--- src/rtl/lw_bridge_responder.sv ---
// lw_bridge_responder: Avalon-MM responder on the HPS lightweight bridge.
// Provides ID and scratch registers, an edge-triggered interrupt controller,
// a host-to-fabric mailbox FIFO and a free-running tick counter.
// Single-beat transfers only; reads complete with a fixed 2-cycle latency.
module lw_bridge_responder #(
  parameter logic [31:0] ID_VALUE   = 32'h4D4E_0001,
  parameter int          FIFO_DEPTH = 16,
  parameter int          NUM_EVT    = 4
) (
  input  logic               clk,
  input  logic               reset,
  input  logic [17:0]        avs_address,
  input  logic               avs_read,
  input  logic               avs_write,
  input  logic [31:0]        avs_writedata,
  input  logic [3:0]         avs_byteenable,
  input  logic               avs_burstcount,
  output logic               avs_waitrequest,
  output logic [31:0]        avs_readdata,
  output logic               avs_readdatavalid,
  input  logic [NUM_EVT-1:0] evt_i,
  output logic               irq_o,
  output logic [31:0]        mbx_data_o,
  output logic               mbx_valid_o,
  input  logic               mbx_ready_i
);

  localparam int AW = (FIFO_DEPTH > 1) ? $clog2(FIFO_DEPTH) : 1;
  localparam int CW = AW + 1;
  localparam logic [CW-1:0] FULL_LEVEL = CW'(FIFO_DEPTH);

  localparam logic [2:0] REG_ID      = 3'd0;
  localparam logic [2:0] REG_SCRATCH = 3'd1;
  localparam logic [2:0] REG_PEND    = 3'd2;
  localparam logic [2:0] REG_EN      = 3'd3;
  localparam logic [2:0] REG_MBXDATA = 3'd4;
  localparam logic [2:0] REG_MBXSTAT = 3'd5;
  localparam logic [2:0] REG_TICK    = 3'd6;

  typedef enum logic [1:0] {IDLE = 2'd0, LAT = 2'd1, RESP = 2'd2} state_t;

  state_t               state_q, state_d;
  logic [31:0]          rdata_q, rdata_d;
  logic                 rvalid_q, rvalid_d;
  logic [31:0]          scratch_q, scratch_d;
  logic [NUM_EVT-1:0]   pend_q, pend_d;
  logic [NUM_EVT-1:0]   en_q, en_d;
  logic [NUM_EVT-1:0]   evt_prev_q;
  logic                 irq_q, irq_d;
  logic [31:0]          tick_q;
  logic [AW-1:0]        wr_ptr_q, wr_ptr_d;
  logic [AW-1:0]        rd_ptr_q, rd_ptr_d;
  logic [CW-1:0]        count_q, count_d;
  logic                 ovf_q, ovf_d;
  logic [31:0]          mem_q [FIFO_DEPTH];

  logic                 mapped;
  logic [2:0]           sel;
  logic                 rd_acc, wr_acc;
  logic [31:0]          rd_snap;
  logic [8:0]           level;
  logic                 full, empty, push, pop, push_ok;
  logic [NUM_EVT-1:0]   pend_clr;
  logic                 unused_bits;

  // Burst count and the byte-offset bits carry no information for this block.
  assign unused_bits = ^{avs_burstcount, avs_address[1:0]};

  // Stall only while in reset or while a read waits out its latency cycle.
  assign avs_waitrequest   = reset | (state_q == LAT);
  assign avs_readdata      = rdata_q;
  assign avs_readdatavalid = rvalid_q;
  assign irq_o             = irq_q;
  assign mbx_valid_o       = ~empty;
  assign mbx_data_o        = mem_q[rd_ptr_q];

  // Decode the command; a read wins over a simultaneous write.
  always_comb begin
    mapped = (avs_address[17:5] == '0);
    sel    = avs_address[4:2];
    rd_acc = avs_read & ~avs_waitrequest;
    wr_acc = avs_write & ~avs_read & ~avs_waitrequest & mapped;
  end

  // Read snapshot taken from current register state, before any same-edge update.
  always_comb begin
    level   = 9'(count_q);
    rd_snap = '0;
    if (mapped) begin
      case (sel)
        REG_ID:      rd_snap = ID_VALUE;
        REG_SCRATCH: rd_snap = scratch_q;
        REG_PEND:    rd_snap = 32'(pend_q);
        REG_EN:      rd_snap = 32'(en_q);
        REG_MBXSTAT: rd_snap = {7'b0, ovf_q, 6'b0, empty, full, 7'b0, level};
        REG_TICK:    rd_snap = tick_q;
        default:     rd_snap = '0;
      endcase
    end
  end

  // Responder FSM: capture on accept, one latency cycle, one response cycle.
  always_comb begin
    state_d  = state_q;
    rdata_d  = rdata_q;
    rvalid_d = 1'b0;
    case (state_q)
      IDLE: begin
        if (rd_acc) begin
          state_d = LAT;
          rdata_d = rd_snap;
        end
      end
      LAT: begin
        state_d  = RESP;
        rvalid_d = 1'b1;
      end
      RESP: begin
        if (rd_acc) begin
          state_d = LAT;
          rdata_d = rd_snap;
        end else begin
          state_d = IDLE;
        end
      end
      default: state_d = IDLE;
    endcase
  end

  // Register updates: scratch byte lanes, W1C pending with set priority, enables.
  always_comb begin
    scratch_d = scratch_q;
    en_d      = en_q;
    pend_clr  = '0;
    if (wr_acc && sel == REG_SCRATCH) begin
      for (int i = 0; i < 4; i++) begin
        if (avs_byteenable[i]) scratch_d[8*i +: 8] = avs_writedata[8*i +: 8];
      end
    end
    if (wr_acc && sel == REG_EN) en_d = avs_writedata[NUM_EVT-1:0];
    if (wr_acc && sel == REG_PEND) pend_clr = avs_writedata[NUM_EVT-1:0];
    pend_d = (pend_q & ~pend_clr) | (evt_i & ~evt_prev_q);
    irq_d  = |(pend_q & en_q);
  end

  // Mailbox bookkeeping: a pop frees the slot a same-cycle push into a full FIFO needs.
  always_comb begin
    full     = (count_q == FULL_LEVEL);
    empty    = (count_q == '0);
    push     = wr_acc && (sel == REG_MBXDATA);
    pop      = ~empty & mbx_ready_i;
    push_ok  = push & (~full | pop);
    wr_ptr_d = push_ok ? wr_ptr_q + AW'(1) : wr_ptr_q;
    rd_ptr_d = pop ? rd_ptr_q + AW'(1) : rd_ptr_q;
    count_d  = count_q + CW'(push_ok) - CW'(pop);
    ovf_d    = ovf_q;
    if (wr_acc && sel == REG_MBXSTAT && avs_writedata[24]) ovf_d = 1'b0;
    if (push && full && !pop) ovf_d = 1'b1;
  end

  // Responder state and registered read response; reset aborts an in-flight read.
  always_ff @(posedge clk) begin
    if (reset) begin
      state_q  <= IDLE;
      rdata_q  <= '0;
      rvalid_q <= 1'b0;
    end else begin
      state_q  <= state_d;
      rdata_q  <= rdata_d;
      rvalid_q <= rvalid_d;
    end
  end

  // Control/status registers, event history, interrupt, tick and FIFO pointers.
  always_ff @(posedge clk) begin
    if (reset) begin
      scratch_q  <= '0;
      pend_q     <= '0;
      en_q       <= '0;
      evt_prev_q <= '0;
      irq_q      <= 1'b0;
      tick_q     <= '0;
      wr_ptr_q   <= '0;
      rd_ptr_q   <= '0;
      count_q    <= '0;
      ovf_q      <= 1'b0;
    end else begin
      scratch_q  <= scratch_d;
      pend_q     <= pend_d;
      en_q       <= en_d;
      evt_prev_q <= evt_i;
      irq_q      <= irq_d;
      tick_q     <= tick_q + 32'd1;
      wr_ptr_q   <= wr_ptr_d;
      rd_ptr_q   <= rd_ptr_d;
      count_q    <= count_d;
      ovf_q      <= ovf_d;
    end
  end

  // Mailbox storage; contents need no reset because the count gates visibility.
  always_ff @(posedge clk) begin
    if (push_ok) mem_q[wr_ptr_q] <= avs_writedata;
  end

endmodule

--- config.mk ---
export PLATFORM = sky130hd
export DESIGN_NAME = lw_bridge_responder
export DESIGN_NICKNAME = d
export VERILOG_FILES = /design/src/rtl/lw_bridge_responder.sv
export SDC_FILE = /design/constraint.sdc
export NUM_CORES = 1
export LEC_CHECK = 0
export CORE_AREA = 4 4 232 211
export DETAILED_ROUTE_END_ITERATION = 10
export DIE_AREA = 0 0 236 215
export PLACE_DENSITY = 0.75
export SYNTH_ARGS = -nofsm -noshare
export SYNTH_HDL_FRONTEND = slang
export SYNTH_SLANG_ARGS = --single-unit
--- constraint.sdc ---
create_clock -name clk -period 4.6 [get_ports clk]
set_clock_uncertainty 0.15 [all_clocks]
set_input_delay 0.46 -clock clk [delete_from_list [all_inputs] [get_ports clk]]
set_output_delay 0.46 -clock clk [all_outputs]
set_load 0.005 [all_outputs]
==> results.md, run 1 <==
* CTS clock-pin slew for the worst setup and hold paths at around 0.060 ns
* First-pass iteration count of the detailed router at 8
* CTS tree: yes
* N_diodes at 0
* Run status: finished, final reports clean
* Synthesized area divided by synthesized cell count at around 19 sq um
* Count of clock tree sinks at ~640
* Cell Rows at 75
* Global-route wire length before repair at approximately 85 mm
* Top delay family on crit path: multiplexers
* Top-level I/O count at 132
* Gates resized, CTS repair at 0
* Detailed route wirelength on metal2 at 26.6 mm
* Core Region at 46500 sq um
* GRT Residual Overflow at 0
* Final HPWL DP at 32.0 mm
* Critical Path RT at 3.99 ns
* Cell taking the most area after synthesis: edfxtp_1
* Reg2reg path depth at 6
* Type of the setup path with the least slack: reg -> out
* Total number of vias at 13100
* Critical Path, Cell by Cell: buf_12, mux4_2, mux4_2, clkdlybuf4s50_1
* Class of the most critical hold timing path: in -> reg
* Maximum net fanout on the critical path at 48
* H-tree levels at 2
* RSZ-0062 raised after global routing: false
* Worst reg2reg endpoint: mem_q[4][15]$_DFFE_PP_
* Relative slew margins at 0.218
* Pin count of the biggest net entering global routing at 90
* Fraction of final layout cells with drive strength greater than 1 at 0.216
* Number of gates on the worst path with buffers counted at 4
* Power per unit of standard cell area at 471 nW/um^2
* Top Layer Used: met4
* Clock latency on the worst-skew pair at about 0.6 ns
* Total setup violations reported at the end of the flow at 0
* Max frequency at between 200 and 300 MHz
* Number of distinct library cells after synthesis at 51
* Leakage Power at 9.18 nW
* Post-synthesis sequential area ratio at 0.722
* Proportion of power drawn by flip-flops and latches at 0.466
* Internal Pwr Total at 10.7 mW
* Setup fix buffers added after clock tree synthesis at 0
* Number of failing hold endpoints at the final stage at 0
* Number of buffers inserted during clock tree synthesis at 60
* Number of DRC markers after the initial detailed-route iteration at 1530
* M1 wire length at 23.4 mm
* Total DRC errors in the routed layout at 0
* Worst IR Drop VDD at 0.320 mV
* Detailed Route WL at 55.1 mm
* Post-synthesis net count at approximately 1400
* Setup slack of the most critical reg-to-reg path at 0.98 ns
* Clock Tree Root: clkbuf_16
* Met3 wirelength from detailed routing at 4.08 mm
* Number of enable-type register cells in the synthesized netlist at 512
* Most Frequent Cell on Critical Path: mux4_2
* Worst hold slack at 0.124 ns
* Worst Setup Start Kind: register
* RD Place Congestion at 0.849
* X dimension of the die at 236 um
* Worst-case clock buffer depth at 3
* Most common library cell in the layout ignoring fill and taps: edfxtp_1
* CP Buf/Inv Count at 2
* Share of total power in combinational logic at 0.153
* Input/output buffers at ~130
* Initial antenna violation count at 0
* Fin nets at 1569
* Hold Buf Count CTS at 0
* Predominant post-synthesis flop cell: edfxtp_1
* Area of the mapped netlist at 24900 sq um
* Number of instances in the synthesized netlist at 1338
* Dominant cells by area after synthesis: edfxtp_1, mux4_2, dfxtp_1
* Most frequent cells in the layout: edfxtp_1, mux4_2, clkdlybuf4s50_1
* Starting density of the core at 0.536
* Setup TNS Final at 0 ns
* Number of global-route vias before repair at 13600
* End point of the critical path: mbx_data_o[20]
* Antenna viol nets, final at 0
* Async SR Flop Fraction at 0
* Per-cell via count in the routed design at 6.07
* Data arrival time of the critical path at 3.32 ns
* Crit share post-route at 0.854
* Synthesis warning total at 0
* Clock Power Share at 0.381
* Net switching fraction of the power at 0.229
* All-Layer GR Usage at 0.219
* Portion of synthesized cell area occupied by the leading cell type at 0.618
* Synthesis-stage register bit count at roughly 640
* Count of final max-slew check failures at 0
* Worst reg2reg startpoint: state_q[1]$_SDFFE_PP0P_
* Height of the die at 215 um
* Cell at the slowest stage of the critical path: dfxtp_4
* Max-capacitance violation count at 0
* DIE AREA at around 50000 sq um
* Endpoint class of the critical path: output pin
* Routed WL per cell at 25.5 um
* Max incr delay on CP at 0.66 ns
* Slew at the pin with the worst max-slew slack at around 1.2 ns
* Area overhead of the layout relative to synthesis at 17.9%
* Switching Power at 3.16 mW
* Final period demand of the worst path at between 3 and 4 ns
==> worst reg2reg max path: stages (launching register included) <==
cell,delay [ns]
dfxtp_1,0.30
nand2b_1,0.17
nand4bb_1,0.52
nor4_2,0.84
nand3_1,0.51
nor2_4,0.20
buf_4,0.54
==> stage by stage <==
step	setup WS, ns	cell area, sq um	std cells	utilization	total power [mW]
2_1_floorplan	0.809	24900	1338	-	7.94
3_3_place_gp	0.628	27200	2047	0.585	8.66
3_5_place_dp	0.548	27200	2047	0.585	8.71
4_1_cts	0.586	29300	2158	0.632	13.9
5_1_grt	0.501	29300	2158	0.632	14.3
6_report	0.670	29300	2158	0.632	13.8
==> layer usage <==
metal,track usage,vias to the layer above
li1,-,5666
met5,0,-
met3,0.0332,71
met2,0.349,611
met1,0.325,6755
met4,0.0540,0
==> cell usage after synthesis (all sizes together), types with 3 or more instances <==
master and n:
nor2 129, buf 17, mux4 160, o21ai 7, dfxtp 130, nand4 16, nand3 18, inv 12
nand2b 15, or4 3, ha 11, a311oi 5, nor2b 15, nand2 21, nor3 12, mux2 3
a22o 32, xnor2 11, a22oi 35, mux2i 40, xor2 24, edfxtp 512, nor4 4, nand3b 3
a21oi 11, and3 6, and4 4, clkbuf 57, nor3b 4
==> cells by family after synthesis <==
logic type | share of synthesized area
buffers and inverters | 0.0133
xor gates and xnor gates | 0.0123
adders and majority gates | 0.00633
AOI/OAI and AO/OA | 0.0306
and+or+nand+nor | 0.0529
DFF | 0.722
muxes | 0.162
==> how the worst min path moves through the flow <==
stage	slack (ns)	cells past startpoint	start	end
after detailed placement	0.29	1	tick_q[0]$_SDFF_PP0_	tick_q[0]$_SDFF_PP0_
after global placement	0.28	1	tick_q[0]$_SDFF_PP0_	tick_q[0]$_SDFF_PP0_
after CTS	0.1	2	reset	tick_q[25]$_SDFF_PP0_
after global routing	0.13	2	reset	scratch_q[31]$_SDFFE_PP0P_
final	0.12	2	reset	state_q[1]$_SDFFE_PP0P_
after floorplan	0.26	1	tick_q[0]$_SDFF_PP0_	tick_q[0]$_SDFF_PP0_
==> power groups by stage <==
stage | clock network, mW | logic (mW) | registers, mW
6_report | 5.26 | 2.12 | 6.44
5_1_grt | 5.60 | 2.30 | 6.45
4_1_cts | 5.33 | 2.16 | 6.44
3_5_place_dp | 0 | 2.14 | 6.57
2_1_floorplan | 0 | 1.49 | 6.45
3_3_place_gp | 0 | 2.10 | 6.56
==> layout make-up <==
cell class	count	area, sq um
Clock buffer	79	1760
Clock inverter	32	378
Fill cell	3111	17100
Inverter	12	45.0
Multi-Input combinational cell	610	6720
Sequential cell	642	18000
Tap cell	616	771
Timing Repair Buffer	167	1670
==> flip-flops by register name (all words and copies together) (netlist names), 2 cells and up, named ones only <==
register      count
evt_prev_q        4
avs_readdata     32
scratch_q        32
count_q           5
state_q           2
rd_ptr_q          4
tick_q           32
en_q              4
wr_ptr_q          4
mem_q           512
pend_q            4
(Power assumes the default switching activity.)
==> run 2: changes to the inputs <==
Settings changed: CTS_CLUSTER_DIAMETER set to 100, GPL_TIMING_DRIVEN set to 0.
==> run 2 against run 1 <==
  * Sequential power shrank 2%
  * Flip-flop and latch count is the same
  * Die area is the same
  * Power shrank 2.2%
  * Clock-buffer cell count grew 2
  * Critical path type unchanged
==> results.md, run 2 (synthesized netlist as in run 1, its figures left out) <==
* Setup slack of the most critical reg-to-reg path at 0.69 ns
* Post-route core utilization at 0.634
* X dimension of the die at 236 um
* Setup TNS Final at 0 ns
* Number of standard cells in the final layout excluding fillers at 2210
* First-pass iteration count of the detailed router at 5
* Setup fix buffers added after clock tree synthesis at 0
* Critical Path RT at 3.99 ns
* Most frequent cells in the layout: edfxtp_1, mux4_2, dfxtp_1
* Net switching fraction of the power at 0.240
* RD Place Congestion at 0.883
* Core Region at 46500 sq um
* Run status: finished, final reports clean
* Hold Buf Count CTS at 0
* Internal Pwr Total at around 10 mW
* Final HPWL DP at 38.0 mm
* Power per unit of standard cell area at 459 nW/um^2
* Type of the setup path with the least slack: reg -> out
* Number of failing hold endpoints at the final stage at 0
* Cell depth of the worst hold path at 2
* Worst reg2reg endpoint: mem_q[1][18]$_DFFE_PP_
* Per-cell via count in the routed design at 6.14
* Data arrival time of the critical path at 3.78 ns
* Max frequency at 228 MHz
* Relative slew margins at 0.235
* GRT Residual Overflow at 0
* Final period demand of the worst path at 4.39 ns
* Pin count of the biggest net entering global routing at 25
* Reg2reg path depth at 8
* Proportion of power drawn by flip-flops and latches at 0.469
* Antenna viol nets, final at 0
* Worst IR Drop VDD at between 0.3 and 0.4 mV
* Count of final max-slew check failures at 0
* Input/output buffers at roughly 130
* Placed insts at 2101
* Initial antenna violation count at 0
* Count of clock tree sinks at between 600 and 700
* Clock latency on the worst-skew pair at 0.63 ns
* Leakage Power at 9.16 nW
* Worst-case clock buffer depth at 3
* Total number of vias at around 14000
* Max-capacitance violation count at 0
* Worst hold endpoint: evt_prev_q[2]$_SDFF_PP0_
* Fraction of final layout cells with drive strength greater than 1 at 0.196
* All-Layer GR Usage at 0.232
* Clock Power Share at 0.361
* CTS clock-pin slew for the worst setup and hold paths at 0.06 ns
* CTS tree: yes
* Number of buffers inserted during clock tree synthesis at 60
* Routed WL per cell at between 20 and 30 um
* Endpoint class of the critical path: output pin
* Detailed Route WL at approximately 60 mm
* Worst reg2reg startpoint: state_q[1]$_SDFFE_PP0P_
* Share of total power in combinational logic at 0.170
* DIE AREA at 50700 sq um
* Sum of internal, switching and leakage power at 13.5 mW
* Worst Setup Start Kind: register
* Number of DRC markers after the initial detailed-route iteration at 1611
* Slew at the pin with the worst max-slew slack at ~1.1 ns
* Global-route wire length before repair at 88.5 mm
* Startpoint of the tightest hold check path: evt_i[2]
* Top-level I/O count at 132
* RSZ-0062 raised after global routing: false
* Crit share post-route at 0.955
* Class of the most critical hold timing path: in -> reg
* Flip-flop count of the largest register after layout at 512
* Largest Register: mem_q
* Total DRC errors in the routed layout at 0
* Clock Tree Root: clkbuf_16
* Cell Rows at 75
* Height of the die at 215 um
* Most common library cell in the layout ignoring fill and taps: edfxtp_1
* H-tree levels at 2
* Starting density of the core at 0.536
* Switching Power at 3.25 mW
* Maximum net fanout on the critical path at 10
* Total setup violations reported at the end of the flow at 0
* Area overhead of the layout relative to synthesis at 18.4%
* Number of global-route vias before repair at around 14000
* Fin nets at 1623
* Worst hold slack at 0.277 ns
* N_diodes at 0
-- run 2: area by class of cell --
| type | instances | area [sq um] |
|---|---|---|
| inverters | 12 | 45.0 |
| plain buffers | 74 | 305 |
| multi-input cells | 610 | 6710 |
| clock inverters | 28 | 245 |
| clock buffers | 81 | 1690 |
| well taps | 616 | 771 |
| repair buffers | 147 | 1710 |
| fillers | 3161 | 17000 |
| flip-flops and latches | 642 | 18000 |
-- run 2: critical path, stage by stage (launching register included) --
cell and delay (ns):
dfxtp_1 0.33, clkbuf_1 0.53, buf_1 0.76, mux4_2 0.61
mux4_2 0.47, clkdlybuf4s50_1 0.46
-- run 2: power groups by stage --
stage,combinational [mW],clock (mW),sequential (mW)
after floorplan,1.49,0,6.45
after global placement,2.26,0,6.46
after detailed placement,2.31,0,6.47
after CTS,2.33,4.93,6.34
after global routing,2.46,5.19,6.34
final,2.30,4.88,6.34
-- run 2: through the flow --
stage | area (sq um) | setup slack (ns)
floorplan | 24900 | 0.809
global placement | 26900 | -1.45
detailed placement | 27500 | 0.0763
CTS | 29500 | 0.00448
global route | 29500 | 0.00238
finish | 29500 | 0.206
-- run 2: timing repair --
| action | CTS | global route |
|---|---|---|
| gates resized for setup | 4 | 6 |
| hold endpoints to repair | 0 | 0 |
| setup endpoints to repair | 5 | 17 |
-- run 2: worst max-delay path by stage --
| stage | start | end | slack [ns] | depth (start not counted) |
|---|---|---|---|---|
| global placement | avs_address[13] | mem_q[4][17]$_DFFE_PP_ | -1.45 | 6 |
| finish | register | mbx_data_o[26] | 0.21 | 5 |
| global route | register | mbx_data_o[15] | 0.002 | 5 |
| detailed placement | avs_address[13] | mem_q[1][23]$_DFFE_PP_ | 0.08 | 8 |
| CTS | register | mbx_data_o[3] | 0.004 | 5 |
| floorplan | avs_address[8] | mem_q[12][0]$_DFFE_PP_ | 0.81 | 5 |
-- run 2: layer usage --
layer	track usage	vias to the layer above	wire length [um]
li1	-	5794	-
met2	0.376	718	28600
met4	0.0689	0	1650
met5	0	-	0
met3	0.0372	122	5250
met1	0.331	6936	23200
==> run 3: changes to the inputs <==
Settings changed: CORE_AREA 4 4 232 211 to 2 2 230 209, DIE_AREA 0 0 236 215 to 0 0 232 211, SLEW_MARGIN set to 20.
==> run 3 against run 2 <==
  * Flip-flop and latch count did not move
  * Combinational power rose by 2%
  * Critical endpoint is now mbx_data_o[31]
  * Routed wire length rose by 5.3%
  * Largest cell class unchanged
==> results.md, run 3 (synthesized netlist as in run 1, its figures left out) <==
* Core Region at between 40000 and 50000 sq um
* GRT Residual Overflow at 0
* Number of DRC markers after the initial detailed-route iteration at roughly 1400
* Per-cell via count in the routed design at 6.19
* Pin count of the biggest net entering global routing at 20
* Relative slew margins at 0.277
* Most frequent cells in the layout: edfxtp_1, mux4_2, dfxtp_1
* Max frequency at 225 MHz
* Fin nets at 1638
* Number of failing hold endpoints at the final stage at 0
* N_diodes at 0
* Crit share post-route at 0.967
* Total number of vias at 13800
* Most common library cell in the layout ignoring fill and taps: edfxtp_1
* Placed insts at about 2100
* Leakage Power at just over 9 nW
* Top-level I/O count at 132
* Antenna viol nets, final at 0
* Flip-flop count of the largest register after layout at 512
* Total DRC errors in the routed layout at 0
* Cell Rows at 75
* Detailed Route WL at around 62 mm
* Clock latency on the worst-skew pair at 0.62 ns
* Worst IR Drop VDD at 0.329 mV
* Input/output buffers at 127
* Final period demand of the worst path at 4.45 ns
* Fill cell count at 3136
* Design Area, Final at 29900 sq um
* Slew at the pin with the worst max-slew slack at 1.08 ns
* Number of standard cells in the final layout excluding fillers at 2228
* Fraction of final layout cells with drive strength greater than 1 at 0.201
* Power per unit of standard cell area at 456 nW/um^2
* Class of the most critical hold timing path: in -> reg
* Count of final max-slew check failures at 0
* DIE AREA at 49000 sq um
* Starting density of the core at 0.536
* Maximum net fanout on the critical path at 10
* Routed WL per cell at 27.8 um
* Worst hold slack at 0.277 ns
* Type of the setup path with the least slack: reg -> out
* Setup TNS Final at 0 ns
* Number of global-route vias before repair at 14000
* Data arrival time of the critical path at about 3.8 ns
* Run status: finished, final reports clean
* Detailed route wirelength on metal2 at 30.2 mm
* Worst slack, placed at 0.160 ns
* Largest Register: mem_q
* Top delay family on crit path: buffers and inverters
* Max-capacitance violation count at 0
* CTS tree: yes
* H-tree levels at 2
* Endpoint class of the critical path: output pin
* Post-Place Cell Area at between 20000 and 30000 sq um
* Met3 wirelength from detailed routing at 5.04 mm
* Count of clock tree sinks at 642
* Total setup violations reported at the end of the flow at 0
* Height of the die at 211 um
* Critical Path RT at roughly 4.0 ns
* M1 wire length at 24.9 mm
* All-Layer GR Usage at 0.260
* Worst Setup Slack, final at approximately 0.15 ns
* X dimension of the die at 232 um
* Cell at the slowest stage of the critical path: clkbuf_1
* Area overhead of the layout relative to synthesis at 20.1%
* Top Layer Used: met4
* RD Place Congestion at about 0.87
* Global-route wire length before repair at 91.8 mm
* CTS clock-pin slew for the worst setup and hold paths at 0.06 ns
* Critical Path, Cell by Cell: clkbuf_1, clkbuf_1, mux4_2, mux4_2, clkdlybuf4s50_1
* RSZ-0062 raised after global routing: false
* Final HPWL DP at about 39 mm
* Worst Setup Start Kind: register
* Initial antenna violation count at 0
* Number of buffers inserted during clock tree synthesis at 60
* CP Buf/Inv Count at 3
* Clock Tree Root: clkbuf_16
* Max incr delay on CP at 0.87 ns
* Worst-case clock buffer depth at 3
* First-pass iteration count of the detailed router at 5
==> run 3: cell count changes in the layout (fill, tap and decap cells not counted), moves of 4 or more <==
cell             change
buf_12              -12
buf_16              +17
buf_8               +10
clkdlybuf4s15_2      +4
clkinv_2             -6
clkinv_1             +7
==> run 3: power breakdown <==
group,switching (mW),internal [mW]
Sequential,0.0414,6.30
Clock,2.14,2.81
Combinational,1.11,1.23
Total,3.29,10.3
==> run 3: path summary, 6_finish.rpt <==
| check | endpoint | startpoint | depth (start not counted) | slack, ns |
|---|---|---|---|---|
| setup / recovery | mbx_data_o[31] | register | 5 | 0.15 |
| hold / removal | evt_prev_q[1]$_SDFF_PP0_ | evt_i[1] | 2 | 0.28 |
| setup reg to reg | mem_q[1][24]$_DFFE_PP_ | state_q[1]$_SDFFE_PP0P_ | 8 | 0.89 |
| hold reg to reg | ovf_q$_SDFFE_PP0P_ | ovf_q$_SDFFE_PP0P_ | 2 | 0.33 |
==> run 3: timing repair <==
item	4_1_cts	5_1_grt
hold endpoints to repair	0	0
setup endpoints to repair	23	10
setup buffers	0	0
gates resized for setup	12	2
hold buffers	0	0
pin swaps	0	0
cloned	0	0
==> run 3: final cells by class <==
cell class / count / area (sq um) / area share
Tap cell: 616 / 771 / 0.0258
Inverter: 12 / 45.0 / 0.00151
Clock buffer: 78 / 1610 / 0.0539
Sequential cell: 642 / 18000 / 0.602
Buffer: 74 / 334 / 0.0112
Multi-Input combinational cell: 610 / 6710 / 0.225
Clock inverter: 34 / 344 / 0.0115
Timing Repair Buffer: 162 / 2080 / 0.0698
==> run 3: per-layer routing <==
| layer | track usage | vias to the layer above |
|---|---|---|
| li1 | - | 5828 |
| met3 | 0.0390 | 111 |
| met5 | 0 | - |
| met2 | 0.420 | 753 |
| met1 | 0.368 | 7101 |
| met4 | 0.0822 | 0 |
==> run 3: metrics by stage <==
step / utilization / total power, mW
after floorplan: - / 7.94
after global placement: 0.580 / 8.72
after detailed placement: 0.600 / 8.77
after CTS: 0.643 / 13.7
after global routing: 0.643 / 14.0
final: 0.643 / 13.6
